$ cat config.mk
export PLATFORM = sky130hd
export DESIGN_NAME = seq_det_sched
export DESIGN_NICKNAME = d
export VERILOG_FILES = /design/src/rtl/seq_det_sched.sv
export SDC_FILE = /design/constraint.sdc
export NUM_CORES = 1
export LEC_CHECK = 0
export BUFFER_PORTS_ARGS = -buffer_cell sky130_fd_sc_hd__buf_2
export CORE_MARGIN = 2
export CORE_UTILIZATION = 40
export DETAILED_ROUTE_END_ITERATION = 7
export PLACE_DENSITY_LB_ADDON = 0.3
export SLEW_MARGIN = 40
export SYNTH_ARGS = -nofsm -noshare
export SYNTH_HDL_FRONTEND = slang
export SYNTH_SLANG_ARGS = --single-unit
$ cat constraint.sdc
create_clock -name clk -period 3.6 [get_ports clk]
set_clock_uncertainty 0.1 [all_clocks]
set_input_delay 0.72 -clock clk [delete_from_list [all_inputs] [get_ports clk]]
set_output_delay 0.72 -clock clk [all_outputs]
set_load 0.01 [all_outputs]
$ cat src/rtl/seq_det_sched.sv
// seq_det_sched: round-robin scheduler sharing one overlapping-pattern detector across NCH serial streams.
// Ports: clk/rst (sync, active-high); req/din/clr per channel in; gnt (comb one-hot grant),
//        flag/flag_ch (registered match pulse + channel), match_cnt (registered saturating total).
module seq_det_sched #(
  parameter int              NCH     = 4,
  parameter int              PLEN    = 4,
  parameter logic [PLEN-1:0] PATTERN = 4'b1010,
  parameter int              CW      = 8,
  localparam int             CHW     = (NCH > 1) ? $clog2(NCH) : 1
) (
  input  logic             clk,
  input  logic             rst,
  input  logic [NCH-1:0]   req,
  input  logic [NCH-1:0]   din,
  input  logic [NCH-1:0]   clr,
  output logic [NCH-1:0]   gnt,
  output logic             flag,
  output logic [CHW-1:0]   flag_ch,
  output logic [CW-1:0]    match_cnt
);

  localparam int            FW       = $clog2(PLEN);
  localparam logic [FW-1:0] FILL_MAX = FW'(PLEN - 1);

  // Saved per-channel detector context
  logic [PLEN-2:0] hist_q [NCH];
  logic [PLEN-2:0] hist_d [NCH];
  logic [FW-1:0]   fill_q [NCH];
  logic [FW-1:0]   fill_d [NCH];

  logic [CHW-1:0]  ptr_q, ptr_d;
  logic            flag_q, flag_d;
  logic [CHW-1:0]  flag_ch_q, flag_ch_d;
  logic [CW-1:0]   cnt_q, cnt_d;

  logic [NCH-1:0]  elig;
  logic [NCH-1:0]  gnt_vec;
  logic [CHW-1:0]  gnt_idx;
  logic [CHW-1:0]  cand;
  logic            gnt_any;
  logic [PLEN-1:0] next_bits;
  logic            match;

  // Round-robin arbiter: first eligible index scanning from ptr upward, wrapping.
  // A cleared channel is never eligible, so its presented bit is dropped.
  always_comb begin
    elig    = req & ~clr;
    gnt_any = 1'b0;
    gnt_idx = '0;
    cand    = '0;
    for (int i = 0; i < NCH; i++) begin
      cand = CHW'((int'(ptr_q) + i) % NCH);
      if (!gnt_any && elig[cand]) begin
        gnt_any = 1'b1;
        gnt_idx = cand;
      end
    end
    gnt_vec = gnt_any ? (NCH'(1) << gnt_idx) : '0;
  end

  assign gnt = gnt_vec;

  // Shared detector: newest bit appended below the granted channel's history
  assign next_bits = {hist_q[gnt_idx], din[gnt_idx]};
  assign match     = gnt_any && (fill_q[gnt_idx] == FILL_MAX) && (next_bits == PATTERN);

  always_comb begin
    for (int i = 0; i < NCH; i++) begin
      hist_d[i] = hist_q[i];
      fill_d[i] = fill_q[i];
      if (clr[i]) begin
        hist_d[i] = '0;
        fill_d[i] = '0;
      end else if (gnt_vec[i]) begin
        hist_d[i] = next_bits[PLEN-2:0];
        fill_d[i] = (fill_q[i] == FILL_MAX) ? FILL_MAX : fill_q[i] + 1'b1;
      end
    end

    ptr_d = ptr_q;
    if (gnt_any) begin
      ptr_d = (gnt_idx == CHW'(NCH - 1)) ? '0 : gnt_idx + 1'b1;
    end

    flag_d    = match;
    flag_ch_d = match ? gnt_idx : '0;

    cnt_d = cnt_q;
    if (match && (cnt_q != {CW{1'b1}})) begin
      cnt_d = cnt_q + 1'b1;
    end
  end

  always_ff @(posedge clk) begin
    if (rst) begin
      for (int i = 0; i < NCH; i++) begin
        hist_q[i] <= '0;
        fill_q[i] <= '0;
      end
      ptr_q     <= '0;
      flag_q    <= 1'b0;
      flag_ch_q <= '0;
      cnt_q     <= '0;
    end else begin
      for (int i = 0; i < NCH; i++) begin
        hist_q[i] <= hist_d[i];
        fill_q[i] <= fill_d[i];
      end
      ptr_q     <= ptr_d;
      flag_q    <= flag_d;
      flag_ch_q <= flag_ch_d;
      cnt_q     <= cnt_d;
    end
  end

  assign flag      = flag_q;
  assign flag_ch   = flag_ch_q;
  assign match_cnt = cnt_q;

endmodule

Word-level counts from Yosys, hierarchy flattened
Memories as Yosys holds them, arrays and structs flattened.
Index checks and enable logic that the tools add are counted.
{"block": "word_totals", "output_inout_bits": 15, "latch_bits": 0, "ram_bits": 20, "n_memories": 2, "word_cells": 109, "input_bits": 14, "reg_bits": 13, "mem_bits_ro": 0}
{"memory": "hist_q", "words": 4, "width": 3, "read_ports": 1, "rd_ports_with_merged_regs": 0, "wr": 4, "line": "26", "text": "logic [PLEN-2:0] hist_q [NCH];"}
{"memory": "fill_q", "words": 4, "width": 2, "read_ports": 5, "rd_ports_with_merged_regs": 0, "wr": 4, "line": "28", "text": "logic [FW-1:0] fill_q [NCH];"}
{"block": "op_classes", "eq_ne": 12, "multipliers": 0, "shifts": 1, "bitwise_logic": 11, "muxes": 51, "div_mod_pow": 0, "n_reduce_logical": 14, "n_lt_le_gt_ge": 5, "add_sub_neg": 9}
{"op": "two-way mux 2 bit", "n": 21}
{"op": "two-way mux 3 bit", "n": 12}
{"op": "< comparator 2 x 3 -> 1 bit, second input constant", "n": 5}
{"op": "adder 2 x 1 -> 2 bit, second input constant", "n": 6}
{"op": "equality test 2 bit, second input constant", "n": 6}
{"op": "two-way mux 1 bit", "n": 12}
{"op": "binary-select mux 1 bit (select 2 bit)", "n": 5}
{"op": "adder 8 x 1 -> 8 bit, second input constant", "n": 1}
{"op": "!= test 2 bit, second input constant", "n": 4}
{"op": "!= test 8 bit, second input constant", "n": 1}
{"op": "OR 1 bit", "n": 8}
{"op": "AND reduction 2 bit", "n": 4}
{"op": "logical AND 1 bit", "n": 6}
{"op": "adder 2 bit, second input constant", "n": 2}
{"op": "bitwise AND 4 bit", "n": 1}
{"op": "equality test 4 bit, second input constant", "n": 1}
{"op": "two-way mux 4 bit", "n": 1}
{"op": "inverter 4 bit", "n": 1}
{"op": "<< shifter 1 x 2 -> 4 bit, first input constant", "n": 1}
{"op": "logical NOT 1 bit", "n": 3}
{"op": "OR reduction 2 bit", "n": 1}
{"op": "inverter 1 bit", "n": 1}

Longest topological paths before layout
{"block": "logic_depth", "ltp_word": 20, "depth_mapped": 11, "ltp_nobuf": 9}

Least setup slack after synthesis
No wires, ideal clock.
{"block": "synth_timing", "path_kind": "input port to flip-flop", "from": "input port clr[3]", "to": "register cnt_q[2], in the netlist match_cnt[2]", "arrival_time_ps": 2555, "t_required_ps": 3379, "setup_ps": 121, "path_slack_ps": 825, "stages": 10, "path_buffers": 2, "path_cell_list": "nand2b_2 -> a21boi_1 -> o21a_1 -> buf_6 -> inv_4 -> mux2i_1 -> or3b_1 -> buf_2 -> nor3_1 -> mux2_2"}
{"block": "synth_via", "elab_chain_cells": 19, "word_cells_on_any_way": 33, "classes_between": "eq/ne: 2; mux: 18; bitwise: 2; reduce/logical: 9; memory: 2"}
{"item": "start, declared", "line": "15", "text": "input logic [NCH-1:0] clr,"}
{"item": "inverter 4 bit (*)", "line": "47", "text": "elig = req & ~clr;"}
{"item": "bitwise AND 4 bit (*)", "line": "47"}
{"item": "binary-select mux 1 bit (select 2 bit)", "line": "53", "text": "if (!gnt_any && elig[cand]) begin"}
{"item": "two-way mux 1 bit (not written as such)", "line": "53"}
{"item": "two-way mux 1 bit", "line": "53"}
{"item": "logical NOT 1 bit", "line": "53"}
{"item": "logical AND 1 bit", "line": "53"}
{"item": "two-way mux 1 bit", "line": "53"}
{"item": "[... 4 more ...]"}
{"item": "logical AND 1 bit", "line": "53"}
{"item": "two-way mux 2 bit (*)", "line": "53"}
{"item": "net gnt_idx[1]", "line": "38", "text": "logic [CHW-1:0] gnt_idx;"}
{"item": "memory read (4 x 2 bit) / binary-select mux 1 bit (select 2 bit) (equally long branches)"}
{"item": "equality test 2 bit / two-way mux 1 bit (equally long branches)", "line": "65, 64"}
{"item": "logical AND 1 bit / equality test 4 bit (equally long branches)", "line": "65", "text": "assign match = gnt_any && (fill_q[gnt_idx] == FILL_MAX) && (next_bits == PATTERN);"}
{"item": "logical AND 1 bit (*)", "line": "65"}
{"item": "logical AND 1 bit (*)", "line": "89", "text": "if (match && (cnt_q != {CW{1'b1}})) begin"}
{"item": "end signal, assigned", "line": "112", "text": "cnt_q <= cnt_d;"}
{"item": "end, declared", "line": "34", "text": "logic [CW-1:0] cnt_q, cnt_d;"}
The timed path passes the listed nets; every way through them passes the cells marked *. The select of a mux whose other input is x is not followed.
A chain may end at the register's enable or synchronous reset.

Worst setup path after layout
{"block": "layout_timing", "from": "input port clr[3]", "to": "output port gnt[0]"}
{"block": "layout_via", "elab_chain_cells": 16, "word_cells_on_any_way": 26, "classes_between": "shift: 1; mux: 17; bitwise: 2; reduce/logical: 6"}
{"item": "inverter 4 bit (*)", "line": "47"}
{"item": "bitwise AND 4 bit (*)", "line": "47"}
{"item": "binary-select mux 1 bit (select 2 bit)", "line": "53"}
{"item": "two-way mux 1 bit (not written as such)", "line": "53"}
{"item": "two-way mux 1 bit", "line": "53"}
{"item": "logical NOT 1 bit", "line": "53"}
{"item": "logical AND 1 bit", "line": "53"}
{"item": "two-way mux 1 bit", "line": "53"}
{"item": "logical NOT 1 bit", "line": "53"}
{"item": "logical AND 1 bit", "line": "53"}
{"item": "two-way mux 1 bit", "line": "53"}
{"item": "logical NOT 1 bit", "line": "53"}
{"item": "logical AND 1 bit", "line": "53"}
{"item": "two-way mux 2 bit", "line": "53"}
{"item": "<< shifter 1 x 2 -> 4 bit", "line": "58", "text": "gnt_vec = gnt_any ? (NCH'(1) << gnt_idx) : '0;"}
{"item": "two-way mux 4 bit (*)", "line": "58"}
{"item": "end, declared", "line": "16", "text": "output logic [NCH-1:0] gnt,"}
Every way passes the cells marked *; elsewhere a longest branch is shown, timed or not. The select of a mux whose other input is x is not followed.

==> reports/metrics.yaml <==
die:
  die-area_um2: 4770
  die_h_um: 69.1
  start_util: 0.420
  die_w_um: 69.1
  coreArea_um2: 4030
  rows: 23
  io_pins: 29
grt:
  busiest_layer: "met2"
  gr-usage-met1: 0.201
  first_global_vias: 1254
  grt_usage: 0.151
  grt_overflow: 0
  antenna_found_initial: 0
  grt_max_degree: 25
  grt_pass1_wl_um: 5750
  grt_use_met2: 0.230
  grt_use_met3: 0.0468
critical_path:
  cp-start-kind: "input pin"
  critPathLaunch: "clr[3]"
  arrival_ns: 2.33
  crit_fanout: 11
  r2r_setup_slack_ns: 0.83
  path_class: "input pin to output port"
  required_ns: 2.78
  setup.worst_path.end_class: "output port"
  r2r-start: "ptr_q[1]"
sta:
  rsz0062_at_grt: "false"
  worst_slew_pin_slew_ns: 0.464
  period_needed_ns: 3.15
  fmax_mhz: 317
  relSlewSlack: 0.691
  holdWs_ns: 0.403
  timing.setup.tns_ns: 0
  final-setup-viol-count: 0
  finalCritPeriodShare: 0.876
  hold_violations: 0
  layout_setup_ws_ns: 0.448
  finalMaxSlewViolations: 0
yosys:
  postSynth.asyncResetShare: 0
  synth_area_um2: 1690
  yosysWarnings: 0
  syn-num-nets: 211
  synth_edf_count: 12
  synth_top_area_cell: "dfxtp_1"
  synth-seq-area-share: 0.461
  ys_ff_latch: 33
  avgSynthCellArea_um2: 8.82
  synth_cell_types: 38
  synth_area_leaders: "dfxtp_1 (25%), edfxtp_1 (21%), nor2_1 (6.9%)"
  synth.top_cell.area_share: 0.248
  synth_flop_cell: "dfxtp_1"
  synth_cells: 192
power:
  power_per_cell_area_nw_per_um2: 411
  ir_drop_uv: 243
  p_leak_uw: 0.000858
hold_path:
  min_path_type: "flip-flop to flip-flop"
  hold_start: "match_cnt[5]"
placed_design:
  placed_cells: 266
  post_dp_cell_area_um2: 1880
  gp_congestion: 0.816
  hpwl_um: 2530
  pre_cts_slack_ns: 0.255
  io_buffers: 28
detailed_routing:
  final_antenna_net_count: 0
  viasPerCell: 5.15
  drt_pass1_iterations: 4
  routedWlPerCell_um: 12.6
  vias: 1411
  finalWirelength_um: 3450
  drt_first_iter_violations: 86
  drc_errors: 0
clock_tree:
  numCtsBuffers: 5
  cts_tree: "yes"
  clockBufferDepth: 2
  htree_num_levels: 2
  clkSinkCount: 33
  cts-root-buf: "clkbuf_8"
  insertion_delay_ns: 0.28
  hold_buffers: 0
  clk_pin_slew_ns: 0.06
  cts_resized: 0
  post-cts-setup-buffers: 0
final_layout:
  final_area_um2: 1960
  instances_no_fill: 274
  antenna_cells: 0
  final_cell_mix: "nor2_1 (31), buf_2 (28), nand2_1 (27)"
  finalNetCount: 242
  drive_above_1_share: 0.201
  syn2layout_area_growth_pct: 16.0
  fillers: 400
  layout_commonest_cell: "nor2_1"
flow_run:
  cap_viol_max_count: 0
status:
  status: "complete, no violations"
-- kinds of logic after synthesis --
group	count (synthesis)	share of synthesized area
AO/OA/AOI/OAI	37	0.146
buffers and inverters	19	0.0495
AND/OR/NAND/NOR	92	0.271
flip-flops	33	0.461
multiplexers	6	0.0362
adder cells (fa/ha/maj)	5	0.0370
-- worst max-delay path, cell delays in order --
cell	delay, ns
buf_2	0.12
nand2b_2	0.21
a21boi_1	0.16
o21a_1	0.43
inv_4	0.12
ha_1	0.21
nand2_1	0.12
inv_1	0.10
buf_2	0.15
-- report_power, final --
part | switching, µW | internal, µW | leakage (µW) | total (µW)
Clock | 128 | 134 | 0.0000450 | 261
Combinational | 82.8 | 51.4 | 0.000508 | 134
Sequential | 9.19 | 402 | 0.000305 | 412
-- per-layer routing --
layer,routed length (µm),vias to the layer above
met2,1530,22
met5,0,-
met3,150,5
met1,1710,644
met4,57,0
li1,-,740
-- flip-flops by register name, summed over array words and instances (netlist names) --
register	flops
flag	1
flag_ch	2
ptr_q	2
fill_q	8
hist_q	12
match_cnt	8
-- cells in the mapped netlist, drive strengths merged, types with 3 or more instances --
| master | n |
|---|---|
| dfxtp | 21 |
| a32o | 3 |
| o31ai | 3 |
| a2111oi | 4 |
| or3 | 4 |
| ha | 5 |
| mux2i | 5 |
| inv | 12 |
| o21ai | 4 |
| nand3 | 5 |
| nand2b | 3 |
| and3 | 3 |
| nor2 | 31 |
| nor2b | 3 |
| buf | 3 |
| a21oi | 17 |
| clkbuf | 4 |
| or4 | 4 |
| nor3 | 6 |
| edfxtp | 12 |
| nand2 | 27 |
-- stage by stage --
step | power, µW | util
6_report | 807 | 0.488
5_1_grt | 847 | 0.488
4_1_cts | 812 | 0.488
3_5_place_dp | 553 | 0.467
3_3_place_gp | 554 | 0.467
2_1_floorplan | 512 | -
-- final timing paths --
| path | end | cells past startpoint |
|---|---|---|
| setup / recovery | gnt[0] | 9 |
| hold / removal | match_cnt[5] | 2 |
| setup reg to reg | match_cnt[4] | 8 |
| hold reg to reg | match_cnt[5] | 2 |
-- area by class of cell --
class                           instances  area (µm²)  area share
Sequential cell                        33         781       0.397
Multi-Input combinational cell        140         828       0.422
Clock buffer                            6        72.6      0.0369
Timing Repair Buffer                   31         163      0.0828
Inverter                               12        47.5      0.0242
Tap cell                               50        62.6      0.0318
Clock inverter                          2        10.0     0.00510
No activity file was read; power rests on OpenSTA's default activity.
